===== config.mk =====
export PLATFORM = sky130hd
export DESIGN_NAME = fifo_wr_arbiter_flat
export DESIGN_NICKNAME = d
export VERILOG_FILES = /design/src/rtl/fifo_wr_arbiter_if.sv /design/src/rtl/fifo_wr_arbiter.sv /design/src/flat_wrapper.sv
export SDC_FILE = /design/constraint.sdc
export NUM_CORES = 1
export LEC_CHECK = 0
export ABC_AREA = 1
export ABC_CLOCK_PERIOD_IN_PS = 1800
export BUFFER_PORTS_ARGS = -buffer_cell sky130_fd_sc_hd__clkbuf_2
export CAP_MARGIN = 20
export CORE_ASPECT_RATIO = 1.4
export CORE_MARGIN = 2
export CORE_UTILIZATION = 48
export DETAILED_ROUTE_END_ITERATION = 8
export GPL_TIMING_DRIVEN = 0
export PLACE_DENSITY = 0.86
export REMOVE_ABC_BUFFERS = 1
export SLEW_MARGIN = 25
export SYNTH_ARGS = -nofsm -noshare
export SYNTH_HDL_FRONTEND = slang
export SYNTH_SLANG_ARGS = --single-unit

===== constraint.sdc =====
create_clock -name clk -period 1.8 [get_ports clk]
set_input_delay 0.18 -clock clk [delete_from_list [all_inputs] [get_ports clk]]
set_output_delay 0.18 -clock clk [all_outputs]
set_load 0.02 [all_outputs]

===== src/rtl/fifo_wr_arbiter_if.sv =====
// Requester-side and FIFO-side signals of the round-robin FIFO write arbiter.
// master is the arbiter's view; slave is the view of the blocks around it.
interface fifo_wr_arbiter_if #(
  parameter int unsigned FIFO_WIDTH = 16,
  parameter int unsigned N_REQ      = 4,
  parameter int unsigned GRANT_W    = (N_REQ > 1) ? $clog2(N_REQ) : 1
);
  logic [N_REQ-1:0]            req_valid;
  logic [N_REQ*FIFO_WIDTH-1:0] req_data;
  logic [N_REQ-1:0]            req_ready;
  logic                        fifo_wr_en;
  logic [FIFO_WIDTH-1:0]       fifo_data_in;
  logic                        fifo_full;
  logic                        fifo_wr_ack;
  logic                        fifo_overflow;
  logic [GRANT_W-1:0]          grant_id;
  logic                        busy;
  logic [7:0]                  retry_cnt;

  modport master (
    input  req_valid, req_data, fifo_full, fifo_wr_ack, fifo_overflow,
    output req_ready, fifo_wr_en, fifo_data_in, grant_id, busy, retry_cnt
  );

  modport slave (
    output req_valid, req_data, fifo_full, fifo_wr_ack, fifo_overflow,
    input  req_ready, fifo_wr_en, fifo_data_in, grant_id, busy, retry_cnt
  );
endinterface


===== src/rtl/fifo_wr_arbiter.sv =====
// Round-robin arbiter sharing one FIFO write port among N_REQ requesters.
// One word per grant: issue, check ack, retry on overflow, then release the requester.
module fifo_wr_arbiter #(
  parameter int unsigned FIFO_WIDTH = 16,
  parameter int unsigned N_REQ      = 4
) (
  input  logic              clk,
  input  logic              rst,
  fifo_wr_arbiter_if.master bus
);
  localparam int unsigned GRANT_W = (N_REQ > 1) ? $clog2(N_REQ) : 1;
  localparam logic [GRANT_W-1:0] LAST_ID = GRANT_W'(N_REQ - 1);

  typedef enum logic [2:0] {
    IDLE  = 3'd0,
    ISSUE = 3'd1,
    WAIT  = 3'd2,
    DONE  = 3'd3,
    RETRY = 3'd4
  } state_t;

  state_t                  state;
  state_t                  state_next;

  logic [GRANT_W-1:0]      rr_ptr;
  logic [GRANT_W-1:0]      rr_ptr_next;
  logic [GRANT_W-1:0]      grant_q;
  logic [GRANT_W-1:0]      grant_next;
  logic [FIFO_WIDTH-1:0]   data_q;
  logic [FIFO_WIDTH-1:0]   data_next;
  logic                    wr_en_q;
  logic                    wr_en_next;
  logic [N_REQ-1:0]        ready_q;
  logic [N_REQ-1:0]        ready_next;
  logic                    busy_q;
  logic                    busy_next;
  logic [7:0]              retry_q;
  logic [7:0]              retry_next;

  logic [FIFO_WIDTH-1:0]   words [N_REQ];
  logic                    pick_valid;
  logic [GRANT_W-1:0]      pick_id;
  logic [GRANT_W-1:0]      cand;

  for (genvar gi = 0; gi < N_REQ; gi++) begin : g_word
    assign words[gi] = bus.req_data[gi*FIFO_WIDTH +: FIFO_WIDTH];
  end

  // First valid requester at or after rr_ptr, wrapping.
  always_comb begin
    pick_valid = 1'b0;
    pick_id    = '0;
    cand       = '0;
    for (int unsigned k = 0; k < N_REQ; k++) begin
      cand = GRANT_W'((32'(rr_ptr) + k) % N_REQ);
      if (!pick_valid && bus.req_valid[cand]) begin
        pick_valid = 1'b1;
        pick_id    = cand;
      end
    end
  end

  always_ff @(posedge clk) begin
    if (rst) state <= IDLE;
    else     state <= state_next;
  end

  // A missing ack is treated exactly like an overflow: the word is reissued.
  always_comb begin
    state_next = state;
    unique case (state)
      IDLE:    if (pick_valid && !bus.fifo_full) state_next = ISSUE;
      ISSUE:   state_next = WAIT;
      WAIT: begin
        if (bus.fifo_wr_ack)        state_next = DONE;
        else if (bus.fifo_overflow) state_next = RETRY;
        else                        state_next = RETRY;
      end
      DONE:    state_next = IDLE;
      RETRY:   if (!bus.fifo_full) state_next = ISSUE;
      default: state_next = IDLE;
    endcase
  end

  // Next values of the registered outputs, derived from the transition being taken.
  always_comb begin
    grant_next  = grant_q;
    data_next   = data_q;
    rr_ptr_next = rr_ptr;
    retry_next  = retry_q;
    ready_next  = '0;
    wr_en_next  = (state_next == ISSUE);
    busy_next   = (state_next != IDLE);
    if (state == IDLE && state_next == ISSUE) begin
      grant_next = pick_id;
      data_next  = words[pick_id];
    end
    if (state == WAIT && state_next == RETRY && retry_q != 8'hFF) begin
      retry_next = retry_q + 8'd1;
    end
    if (state_next == DONE) begin
      ready_next[grant_q] = 1'b1;
    end
    if (state == DONE) begin
      rr_ptr_next = (grant_q == LAST_ID) ? '0 : grant_q + GRANT_W'(1);
    end
  end

  always_ff @(posedge clk) begin
    if (rst) begin
      rr_ptr  <= '0;
      grant_q <= '0;
      data_q  <= '0;
      wr_en_q <= 1'b0;
      ready_q <= '0;
      busy_q  <= 1'b0;
      retry_q <= '0;
    end else begin
      rr_ptr  <= rr_ptr_next;
      grant_q <= grant_next;
      data_q  <= data_next;
      wr_en_q <= wr_en_next;
      ready_q <= ready_next;
      busy_q  <= busy_next;
      retry_q <= retry_next;
    end
  end

  assign bus.req_ready    = ready_q;
  assign bus.fifo_wr_en   = wr_en_q;
  assign bus.fifo_data_in = data_q;
  assign bus.grant_id     = grant_q;
  assign bus.busy         = busy_q;
  assign bus.retry_cnt    = retry_q;
endmodule


===== src/flat_wrapper.sv =====
// flat-port wrapper written by rule: the top's interface ports become plain ports
module fifo_wr_arbiter_flat 
#(
  parameter int unsigned FIFO_WIDTH = 16,
  parameter int unsigned N_REQ      = 4
)
  (clk, rst, bus_req_valid, bus_req_data, bus_fifo_full, bus_fifo_wr_ack, bus_fifo_overflow, bus_req_ready, bus_fifo_wr_en, bus_fifo_data_in, bus_grant_id, bus_busy, bus_retry_cnt);
  fifo_wr_arbiter_if #(.FIFO_WIDTH(FIFO_WIDTH), .N_REQ(N_REQ)) bus_i ();
  input  logic clk;
  input  logic rst;
  input wire logic [$bits(bus_i.req_valid)-1:0] bus_req_valid;
  input wire logic [$bits(bus_i.req_data)-1:0] bus_req_data;
  input wire logic [$bits(bus_i.fifo_full)-1:0] bus_fifo_full;
  input wire logic [$bits(bus_i.fifo_wr_ack)-1:0] bus_fifo_wr_ack;
  input wire logic [$bits(bus_i.fifo_overflow)-1:0] bus_fifo_overflow;
  output wire logic [$bits(bus_i.req_ready)-1:0] bus_req_ready;
  output wire logic [$bits(bus_i.fifo_wr_en)-1:0] bus_fifo_wr_en;
  output wire logic [$bits(bus_i.fifo_data_in)-1:0] bus_fifo_data_in;
  output wire logic [$bits(bus_i.grant_id)-1:0] bus_grant_id;
  output wire logic [$bits(bus_i.busy)-1:0] bus_busy;
  output wire logic [$bits(bus_i.retry_cnt)-1:0] bus_retry_cnt;
  assign bus_i.req_valid = bus_req_valid;
  assign bus_i.req_data = bus_req_data;
  assign bus_i.fifo_full = bus_fifo_full;
  assign bus_i.fifo_wr_ack = bus_fifo_wr_ack;
  assign bus_i.fifo_overflow = bus_fifo_overflow;
  assign bus_req_ready = bus_i.req_ready;
  assign bus_fifo_wr_en = bus_i.fifo_wr_en;
  assign bus_fifo_data_in = bus_i.fifo_data_in;
  assign bus_grant_id = bus_i.grant_id;
  assign bus_busy = bus_i.busy;
  assign bus_retry_cnt = bus_i.retry_cnt;
  fifo_wr_arbiter #(.FIFO_WIDTH(FIFO_WIDTH), .N_REQ(N_REQ)) u_core (.clk(clk), .rst(rst), .bus(bus_i));
endmodule

After elaboration in Yosys (flattened, before gate mapping)
Index checks and enable logic that the tools add are counted.
Operators by class
  bitwise operators: 2
  add/subtract/negate cells: 5
  eq/ne operators: 9
  reductions and logical operators: 15
  multiplexer cells: 26
  order comparisons: 7
Operator list (count)
  binary-select mux 16 bit (select 2 bit): 1
  2-to-1 mux 16 bit: 2
  less-than comparator 2 x 3 -> 1 bit, second input constant: 5
  case mux 3 bit (4 select lines): 1
  2-to-1 mux 2 bit: 5
  == test 3 x 2 -> 1 bit, second input constant: 3
  2-to-1 mux 1 bit: 9
  2-to-1 mux 3 bit: 3
  adder 8 x 1 -> 8 bit, second input constant: 1
  binary-select mux 1 bit (select 2 bit): 4
  logical AND 1 bit: 8
  != test 8 bit, second input constant: 1
  == test 3 x 1 -> 1 bit, second input constant: 2
  == test 3 bit, second input constant: 2
  adder 2 x 1 -> 2 bit, second input constant: 2
  adder 2 bit, second input constant: 2
  logical NOT 1 bit: 4
  >= comparator 3 bit, second input constant: 1
  logical NOT 3 bit: 1
  inverter 2 -> 3 bit: 1
  nonzero test 3 bit: 1
  demux 1 bit (select 2 bit): 1
  == test 2 bit, second input constant: 1
  >= comparator 2 x 1 -> 1 bit, second input constant: 1
  other kinds (2): 2
Storage, ports and cells
  register bits: 37
  word-level logic and storage cells: 72

Longest topological paths before layout
  depth after elaboration: 18
  mapped depth: 16
  gate-level depth less buffers: 15

Least setup slack after synthesis
Ideal clock, no wire load.
  path type: register -> register
  from: reg u_core.retry_q[0], in the netlist u_core.bus.retry_cnt[0]
  to: reg u_core.retry_q[7], in the netlist u_core.bus.retry_cnt[7]
  required time: 1681 ps
  path slack: 17 ps
  clock period less this slack: 1783 ps
  arrival: 1664 ps
  cell stages (with the launch flop): 10
  cell sequence: dfxtp_1 ha_1 nand2_1 nor2_1 a31oi_1 nand4_1 inv_1 nand3b_1 o21ai_0 a21oi_1
On the way
  word-level cells in the longest chain between the ends: 2
  elaborated cells between the ends (all ways): 3
Ends and longest elaborated chain
  from (decl): RTL line fifo_wr_arbiter.sv:37  | logic [7:0] retry_q;
  from (signal assigned): RTL line fifo_wr_arbiter.sv:125  | retry_q <= retry_next;
  parallel branches: the longest is 2 deep, another holds adder 8 x 1 -> 8 bit
Parallel ways; which one is timed is not known.
A chain may end at the register's enable or synchronous reset.

Worst setup path in the final report
  from: reg u_core.rr_ptr[0]
  to: reg u_core.data_q[6], in the netlist u_core.bus.fifo_data_in[6]
On the way
  word-level cells in the longest chain between the ends: 17
  elaborated cells between the ends (all ways): 34
Ends and longest elaborated chain
  from (decl): RTL line fifo_wr_arbiter.sv:25  | logic [GRANT_W-1:0] rr_ptr;
  from (signal assigned): RTL line fifo_wr_arbiter.sv:119  | rr_ptr <= rr_ptr_next;
  parallel branches: the longest is 17 deep, another holds adder 2 x 1 -> 2 bit
  to (signal assigned): RTL line fifo_wr_arbiter.sv:121  | data_q <= data_next;
  to (decl): RTL line fifo_wr_arbiter.sv:29  | logic [FIFO_WIDTH-1:0] data_q;
Parallel ways; which one is timed is not known. The select of a mux whose other input is x is not followed.

==> summary.txt <==
GRT
  – Antenna violations before repair: 0
  – Overall routing resource usage: about a third
  – Remaining Overflow, GRT: 0
  – Pin count of the biggest net entering global routing: 21
  – Vias in the first global route: slightly above 3,000
  – First-pass GRT wire length: between 10,000 and 15,000 µm

Job
  – Max-capacitance violation count: 0

Floorplanning
  – Rows: 30
  – Height of the chip: slightly below 90 µm
  – Core area: 4842 µm²
  – Die Outline Area: about 5600 µm²
  – I/O pins: ~110
  – Horiz. Die Dim: 63.65 µm
  – Starting utilization of the core area: approximately 49%

Route
  – Routed len/inst: between 15 and 20 µm
  – Count of routing violations after the opening detailed-route iteration: 273
  – Vias per Instance: approximately 5.5
  – Via Count: roughly 3,200
  – Total wirelength of the detailed-routed design: roughly 9400 µm
  – Number of detailed-route iterations in the first pass: 5
  – Detail Route Antenna Nets: 0
  – # DRC: 0

STA
  – RSZ-0062 raised after global routing: yes
  – Final number of hold-violating endpoints: 0
  – Worst clock skew on the final layout: just under 0.006 ns
  – Fraction of the cycle the final worst path needs: 113.4%
  – Final setup violating endpoints: 18
  – Max-slew violation count: 0
  – Max Freq: 489.8 MHz
  – Actual transition at the worst max-transition pin: approximately 0.63 ns
  – Worst max-slew margin expressed relative to the limit: a little under three fifths
  – Smallest setup slack after layout: -0.2417 ns
  – Minimum clock period: 2.042 ns

Cells and area
  – Layout Nets: a little under 600
  – Leading cell types in the layout, fill and taps excluded: 106 x nand2_1, 103 x clkbuf_2, 43 x nand3_1, 37 x inv_1, 34 x dfxtp_1
  – Most common cell after layout, fill and taps aside: nand2_1
  – Storage element area: 749.5 µm²
  – Total of fill cells in the finished design: 342
  – Share of post-route cells with drive strength above 1: between 40% and 50%
  – Cell area after layout: 3744 µm²
  – Total area of multi-input combinational cells: 1755 µm²
  – Number of diodes added for antenna fixing: 0
  – Area growth, synth to finish: 56.57%

Yosys
  – Count of different cell masters after synthesis: 29
  – Instance count of the mapped netlist: between 300 and 400
  – Proportion of netlist area held by the largest area contributor: a little under a third
  – Sequential element share of the synthesized area: a little under a third
  – Dominant synthesized flop cell: dfxtp_1
  – Synth warn: 0
  – EDFF count, synth: 0
  – Average size of a mapped cell: 6.292 µm²
  – Post-synthesis cell type with the largest combined area: dfxtp_1
  – Fraction of synthesis flops using an asynchronous set or reset pin: 0%
  – Post-synth design cell area: about 2400 µm²
  – Top area cells in the synthesized netlist: dfxtp_1 31%, nand2_1 19%, nand3_1 11%
  – Yosys reg bits: 37

Setup path
  – Most used cell along the critical path: nand2_1
  – Critical Path RT: just over 2 ns
  – Slowest stage delay, CP: 0.46 ns
  – Class of the most critical setup path: reg2reg
  – Crit path buf inv count: 4
  – Slowest stage cell on the critical path: dfxtp_4
  – Category of the worst setup path launch point: flip-flop
  – Cells along the critical path: buf_12 -> nand2_4 -> nand3_4 -> nand2_4 -> buf_4 -> a21oi_4 -> buf_6 -> nand2_8 -> nand2_8 -> nand2_1 -> nand2_1 -> nand2_1 -> nand3_1 -> nand2_1 -> inv_1
  – CP top delay family: simple AND/OR/NAND/NOR gates
  – Crit. End Element: flip-flop
  – Worst path arrival time: ~2.3 ns
  – Crit path max fanout: 9

Place
  – Pre-CTS worst setup slack: -1.131 ns
  – Routability cong.: 0.8706
  – IO Port Bufs: between 100 and 150
  – Placed wire-length estimate: 4682 µm
  – Instance area after placement: approximately 2900 µm²

Clocking
  – Clk buf depth: 2
  – CTS root buf: clkbuf_8
  – TritonCTS clock tree: yes
  – CTS H-tree lvls: 2
  – Clock Pin Slew Worst Setup and Hold Paths: about 0.090 ns
  – Number of buffers created by CTS: 5
  – Sink count of the clock tree: 37
  – Worst skew pair latency: around 0.31 ns
  – Post-CTS Hold Fix Bufs: 0

Power and ir drop
  – Ratio of total power to cell area: 747.1 nW/µm²
  – Leakage component of the power: approximately 0.0020 µW
  – Peak supply drop: 0.6028 mV

Min path
  – Hold Path Class: in2reg

Status
  – Run status: finished with violations
  – Failing checks: negative setup slack
[sequential cells by signal, indices dropped and copies added, names as in the netlist]
| signal | cells |
|---|---|
| u_core.rr_ptr | 2 |
| u_core.bus.req_ready | 4 |
| u_core.state | 3 |
| u_core.bus.busy | 1 |
| u_core.bus.fifo_wr_en | 1 |
| u_core.bus.retry_cnt | 8 |
| u_core.bus.grant_id | 2 |
| u_core.bus.fifo_data_in | 16 |
[worst paths after layout]
| path | start | to | slack (ns) | cells after the start |
|---|---|---|---|---|
| worst max-delay path | u_core.rr_ptr[0]$_SDFFE_PP0N_ | u_core.bus.fifo_data_in[6]$_SDFFE_PP0P_ | -0.24 | 15 |
| worst min-delay path | bus_fifo_full | u_core.state[2]$_SDFF_PP0_ | 0.18 | 3 |
| worst max register to register | u_core.rr_ptr[0]$_SDFFE_PP0N_ | u_core.bus.fifo_data_in[6]$_SDFFE_PP0P_ | -0.24 | 15 |
| worst min register to register | u_core.bus.retry_cnt[0]$_SDFFE_PP0P_ | u_core.bus.retry_cnt[0]$_SDFFE_PP0P_ | 0.47 | 1 |
[layer usage]
layer	part of all wire, %	up-vias	GRT usage (%)
li1	-	1483	-
met2	52	169	58.18
met4	4.2	0	19.96
met5	0	-	0
met1	37	1478	34.27
met3	6.6	37	5.433
[report_power, final]
group / total (µW) / internal (µW) / switching [µW]
clock: 762 / 415 / 347
sequential: 931 / 885 / 46.3
combinational: 1100 / 435 / 668
total: 2800 / 1740 / 1060
[area by class of cell]
cell class	instances	area share (%)
inverter	44	5.013
timing repair buffer	134	22.86
sequential	37	20.02
tap	64	2.139
clock inverter	3	1.237
clock buffer	5	1.838
multi-input combinational	291	46.89
[cell families (layout without fill, tap and decap cells)]
logic type / after synthesis / after routing / synth area share (%)
simple gates: 248 / 254 / 48.04
fa+ha+maj: 5 / 5 / 2.616
compound gates: 31 / 31 / 6.750
xor+xnor: 1 / 1 / 0.3664
buf+inv: 58 / 186 / 11.25
flops: 37 / 37 / 30.98
[metrics by stage]
step                instances  setup TNS [ns]  utilization (%)  hold WS, ns  power (µW)
floorplan                 366          -8.310                -       0.2524        1431
global route              578          -4.657            77.31       0.2424        2900
CTS                       568         -0.7889            72.92       0.1816        2641
detailed placement        533          -20.16            59.59       0.4822        1678
finish                    578          -3.128            77.31       0.1766        2797
global placement          533          -19.42            59.59       0.4724        1660
[cells in the mapped netlist (2+ instances only)]
| library cell | number |
|---|---|
| a21oi_1 | 12 |
| ha_1 | 5 |
| buf_2 | 3 |
| nor2_1 | 35 |
| a211oi_1 | 2 |
| nor3_1 | 4 |
| nor3_2 | 6 |
| inv_2 | 4 |
| nand2_4 | 4 |
| buf_6 | 4 |
| nand2_1 | 124 |
| nand2_2 | 7 |
| nand3b_1 | 6 |
| nor4_1 | 2 |
| inv_1 | 39 |
| nor2_4 | 2 |
| clkbuf_1 | 2 |
| nand3_1 | 51 |
| nand4_1 | 4 |
| dfxtp_1 | 37 |
| and3_1 | 2 |
| o21ai_0 | 15 |
| buf_4 | 4 |
[worst register-to-register path: cells and delay by family (launching register included)]
kind | cells | cell delay [ns]
DFF | 1 | 0.46
buffers and inverters | 4 | 0.52
AOI/OAI and AO/OA | 1 | 0.16
and+or+nand+nor | 10 | 0.87
[timing repair]
| item | 4_1_cts | 5_1_grt |
|---|---|---|
| gates cloned | 7 | 0 |
| gates resized for setup | 65 | 31 |
| setup endpoints to repair | 24 | 24 |
| pin swaps | 25 | 18 |
| setup buffers | 20 | 10 |
| endpoints found under the hold margin | 0 | 0 |
No activity file was read; power rests on OpenSTA's default activity.
